`src/rtl/icache_direct.sv`:
```
// Direct-mapped, one-word-per-block instruction cache with a single-outstanding refill FSM.
// Optional hit/miss counters are enabled by defining ICACHE_STATS_EN.
module icache_direct #(
  parameter int SETS  = 16,
  parameter int IDX_W = 4,
  parameter int TAG_W = 26
) (
  input  logic        CLK,
  input  logic        nRST,
  input  logic        imemREN,
  input  logic [31:0] imemaddr,
  input  logic        flush,
  output logic        ihit,
  output logic [31:0] imemload,
  output logic        iREN,
  output logic [31:0] iaddr,
  input  logic        iwait,
  input  logic [31:0] iload
`ifdef ICACHE_STATS_EN
  ,
  output logic [31:0] hit_count,
  output logic [31:0] miss_count
`endif
);

  typedef enum logic {IDLE, FETCH} state_t;

  state_t            state, state_n;
  logic [SETS-1:0]   valid;
  logic [TAG_W-1:0]  tags [SETS];
  logic [31:0]       data [SETS];
  logic [31:0]       miss_addr;

  logic [IDX_W-1:0]  req_idx, fill_idx;
  logic [TAG_W-1:0]  req_tag;
  logic              lookup_hit, start_miss, fill_we;
  logic              unused_addr_bits;

  assign req_idx          = imemaddr[IDX_W+1:2];
  assign req_tag          = imemaddr[31:IDX_W+2];
  assign fill_idx         = miss_addr[IDX_W+1:2];
  assign lookup_hit       = valid[req_idx] && (tags[req_idx] == req_tag);
  assign unused_addr_bits = ^imemaddr[1:0];

  // flush outranks hit, miss and fill; a fill always lands at the latched miss address
  always_comb begin
    state_n    = state;
    ihit       = 1'b0;
    imemload   = '0;
    iREN       = 1'b0;
    iaddr      = '0;
    start_miss = 1'b0;
    fill_we    = 1'b0;
    unique case (state)
      IDLE: begin
        if (imemREN && !flush) begin
          if (lookup_hit) begin
            ihit     = 1'b1;
            imemload = data[req_idx];
          end else begin
            start_miss = 1'b1;
            state_n    = FETCH;
          end
        end
      end
      FETCH: begin
        iREN  = 1'b1;
        iaddr = miss_addr;
        if (flush) begin
          state_n = IDLE;
        end else if (!iwait) begin
          fill_we = 1'b1;
          state_n = IDLE;
        end
      end
    endcase
  end

  always_ff @(posedge CLK) begin
    if (!nRST) begin
      state     <= IDLE;
      valid     <= '0;
      miss_addr <= '0;
    end else begin
      state <= state_n;
      if (flush) begin
        valid <= '0;
      end else if (fill_we) begin
        valid[fill_idx] <= 1'b1;
      end
      if (start_miss) begin
        miss_addr <= {imemaddr[31:2], 2'b00};
      end
    end
  end

  // Tag/data carry no reset; only the valid bits qualify them.
  always_ff @(posedge CLK) begin
    if (nRST && fill_we) begin
      tags[fill_idx] <= miss_addr[31:IDX_W+2];
      data[fill_idx] <= iload;
    end
  end

`ifdef ICACHE_STATS_EN
  always_ff @(posedge CLK) begin
    if (!nRST || flush) begin
      hit_count  <= '0;
      miss_count <= '0;
    end else begin
      if (ihit && (hit_count != '1)) begin
        hit_count <= hit_count + 32'd1;
      end
      if (start_miss && (miss_count != '1)) begin
        miss_count <= miss_count + 32'd1;
      end
    end
  end
`endif

endmodule

```
`config.mk`:
```
export PLATFORM = sky130hd
export DESIGN_NAME = icache_direct
export DESIGN_NICKNAME = d
export VERILOG_FILES = /design/src/rtl/icache_direct.sv
export SDC_FILE = /design/constraint.sdc
export NUM_CORES = 1
export LEC_CHECK = 0
export ABC_CLOCK_PERIOD_IN_PS = 12500
export CAP_MARGIN = 15
export CELL_PAD_IN_SITES_DETAIL_PLACEMENT = 1
export CELL_PAD_IN_SITES_GLOBAL_PLACEMENT = 1
export CORE_MARGIN = 3
export CORE_UTILIZATION = 30
export CTS_BUF_LIST = sky130_fd_sc_hd__clkbuf_4 sky130_fd_sc_hd__clkbuf_8
export CTS_CLUSTER_DIAMETER = 40
export DETAILED_ROUTE_END_ITERATION = 7
export PLACE_DENSITY_LB_ADDON = 0.25
export SLEW_MARGIN = 20
export SYNTH_ARGS = -nofsm -noshare
export SYNTH_HDL_FRONTEND = slang
export SYNTH_SLANG_ARGS = --single-unit
```
`constraint.sdc`:
```
create_clock -name CLK -period 12.5 [get_ports CLK]
set_input_delay 2.5 -clock CLK [delete_from_list [all_inputs] [get_ports CLK]]
set_output_delay 2.5 -clock CLK [all_outputs]
set_load 0.05 [all_outputs]
```
==> flow_summary.ini <==
[sta]
min_period_ns = 9.806
skew_ns = 0.04702
tightest_slew_ns = 1.059
grt_setup_unrepaired = false
period_share = 0.7845
worst_slack_ns = 2.694
setup_violations = 0
slew_headroom = 0.2924
max_freq_mhz = 102.0
hold_viol_final = 0
setup_tns_ns = 0
maxSlewViolCount = 0

[synth]
synth_edf_count = 928
synth_cell_types = 66
syn_inst = 1856
synth-seq-area-share = 0.7438
async_flop_share = 0
syn_area_um2 = 38730
yosys_most_used_dff = edfxtp_1
avgSynthCellArea_um2 = 20.87
ys_ff_latch = 975
yosys_warnings = 0

[critical_path]
r2r_cells = 4
slowest_delay_ns = 0.91
timing.rr.end = data[13][3]$_DFFE_PP_
crit_fanout = 64
crit_required_ns = 10.00
cp-start-kind = primary input
critPathArrivalTime_ns = 7.31
timing.rr.start = state$_SDFF_PN0_
crit_slowest_cell = clkdlybuf4s50_1
crit_buf_inv = 4
critPathKind = primary input to output port
rrSetupSlack_ns = 8.27
setup.worst_path.start = imemaddr[4]
critical_path.cell_chain = buf_8 > buf_4 > mux4_2 > mux2i_1 > mux2i_1 > xor2_1 > nor3_1 > and4_1 > nand4_1 > buf_4 > nor2b_1 > clkdlybuf4s50_1
path_delay_family = buffers and inverters
crit_path_end_kind = output port

[finish]
finalNonFillerCells = 3882
drive_gt1_frac = 0.2708
syn_to_final_growth_pct = 16.95
nets = 2155
nFillCells = 12610

[cts]
cts_tree = done
cts_root_buffer = clkbuf_8
post_cts_resized = 0
h-tree-depth = 4
cts.sinks = 975
cts_buffer_depth = 3
cts_buffers = 166
cts_hold_buf = 0
cts.clk_slew.worst_paths_ns = 0.05
post_cts_buffers = 0
clock_latency_ns = 0.83

[pwr]
comb_power_share = 0.048
p_sw_uw = 1522
peakVddDrop_mv = 0.09448
power.share.clock = 0.419
finalPower_uw = 6847
seq_power_share = 0.533
swShare = 0.2223
p_per_area_nw_per_um2 = 151.2
p_int_uw = 5325
p_leak_uw = 0.01416

[drt]
route.detailed.wl_per_inst_um = 27.13
met2_wirelength_um = 50460
drt_iter0_markers = 1720
drt-total-wl_um = 105300
first_pass_iters = 7
drc = 0
vias_per_cell = 5.072
m1WireLength_um = 48320
ant_nets = 0
dr_wl_met3_um = 4950
highest_layer = met5
vias = 19690

[hold_path]
hold_path_class = flop to flop
min_path_cells = 2
min_to = valid[4]$_SDFFE_PP0P_
min_from = valid[4]$_SDFFE_PP0P_

[placement]
gp_congestion = 0.7385
dp_cells = 3579
hpwlAfterDp_um = 56010
pre_cts_slack_ns = 2.634
port_buffers = 130

[floorplan]
io_pins = 135
die_w_um = 365.3
num_rows = 131
core_um2 = 127800
die_area_um2 = 133500
dieHeight_um = 365.3
start_util = 0.3030

[global_route]
first_global_vias = 21380
track_usage = 0.1590
grt-ovfl-total = 0
antenna_found_initial = 10
grt_pass1_wl_um = 152800
grt_max_degree = 75

[flow_run]
cap_viol_max_count = 0

[run_status]
run_status = finished, final reports clean
[placed cells by master (no fill, tap or decap), types with 12 or more instances in the layout]
master | synthesis | routed
clkdlybuf4s50_1 | 0 | 125
clkbuf_4 | 0 | 57
mux4_2 | 254 | 254
nor2_4 | 0 | 16
nor2_1 | 71 | 55
buf_4 | 8 | 40
clkinv_1 | 0 | 34
edfxtp_1 | 928 | 928
and3_1 | 32 | 32
clkinv_2 | 0 | 14
dfxtp_1 | 47 | 46
xor2_1 | 12 | 12
o311ai_1 | 29 | 29
nor2b_1 | 35 | 35
mux2i_1 | 57 | 57
and2_1 | 30 | 30
nand2_1 | 44 | 44
a21oi_1 | 44 | 44
o21ai_0 | 31 | 31
xnor2_1 | 19 | 19
clkbuf_8 | 0 | 169
[Yosys cell counts (all sizes together) (6+ instances only)]
master | instances | area share
o311ai | 30 | 0.0068
nand2b | 10 | 0.0016
nor2 | 71 | 0.0069
a21oi | 44 | 0.0057
xnor2 | 19 | 0.0043
nor3 | 6 | 0.00078
buf | 64 | 0.012
and3 | 32 | 0.0052
clkbuf | 44 | 0.0043
and2 | 30 | 0.0048
dfxtp | 47 | 0.024
xor2 | 12 | 0.0027
nand3 | 6 | 0.00078
nor2b | 35 | 0.0057
mux2 | 10 | 0.0029
mux4 | 264 | 0.15
o21ai | 31 | 0.0040
nand2 | 44 | 0.0043
mux2i | 57 | 0.015
edfxtp | 928 | 0.72
nand4 | 7 | 0.0011
[logic make-up (layout without fill, tap and decap cells)]
kind of cell	Yosys count	after routing	synth area share
compound gates	129	129	0.02145
xor+xnor	31	31	0.007010
buf+inv	117	472	0.01796
flops	975	975	0.7438
mux	331	331	0.1721
other cells	1	10	0.00009682
simple gates	272	272	0.03760
[power groups by stage]
stage / Combinational [uW] / Clock [uW] / Sequential (uW)
finish: 332 / 2870 / 3650
global route: 359 / 3110 / 3650
CTS: 340 / 2960 / 3650
detailed placement: 338 / 0 / 3720
global placement: 332 / 0 / 3710
floorplan: 220 / 0 / 3690
[final cells by class]
cell class                      instances  area [um2]  share of cell area
Clock inverter                         68       548.0             0.01210
Sequential cell                       975       28810              0.6360
Inverter                                3       11.26           0.0002486
Tap cell                             1662        2079             0.04591
Antenna cell                            8       20.02           0.0004420
Multi-Input combinational cell        765        9366              0.2068
Timing Repair Buffer                  175        1708             0.03771
Clock buffer                          226        2754             0.06080
[state kept, by name, indices dropped and copies added (netlist names)]
signal and cells:
data 512, miss_addr 30, state 1, tags 416
valid 16
[tightest hold or removal path, cell delays in order (launching register included)]
cell and delay (ns):
dfxtp_1 0.33, a21oi_1 0.04, nor2_1 0.07
[worst max path at each step]
stage | slack [ns] | cells after the start | to
floorplan | 4.12 | 13 | imemload[22]
global placement | 2.64 | 11 | imemload[9]
detailed placement | 2.63 | 11 | imemload[9]
CTS | 2.61 | 12 | imemload[9]
global route | 2.39 | 12 | imemload[9]
finish | 2.69 | 12 | imemload[9]
[per-stage QoR]
stage               hold slack (ns)  area (um2)    util
CTS                          0.4815       45240  0.3539
detailed placement           0.4629       41940  0.3281
global route                 0.5173       45280  0.3542
global placement             0.4436       41900  0.3278
finish                       0.4761       45300  0.3543
floorplan                    0.4315       38740       -
[layer usage]
layer | vias to the layer above | track usage
met2 | 485 | 0.2546
met1 | 10860 | 0.2233
met5 | - | 0
met4 | 10 | 0.03851
li1 | 8198 | -
met3 | 140 | 0.03150
No activity file was read; power rests on OpenSTA's default activity.
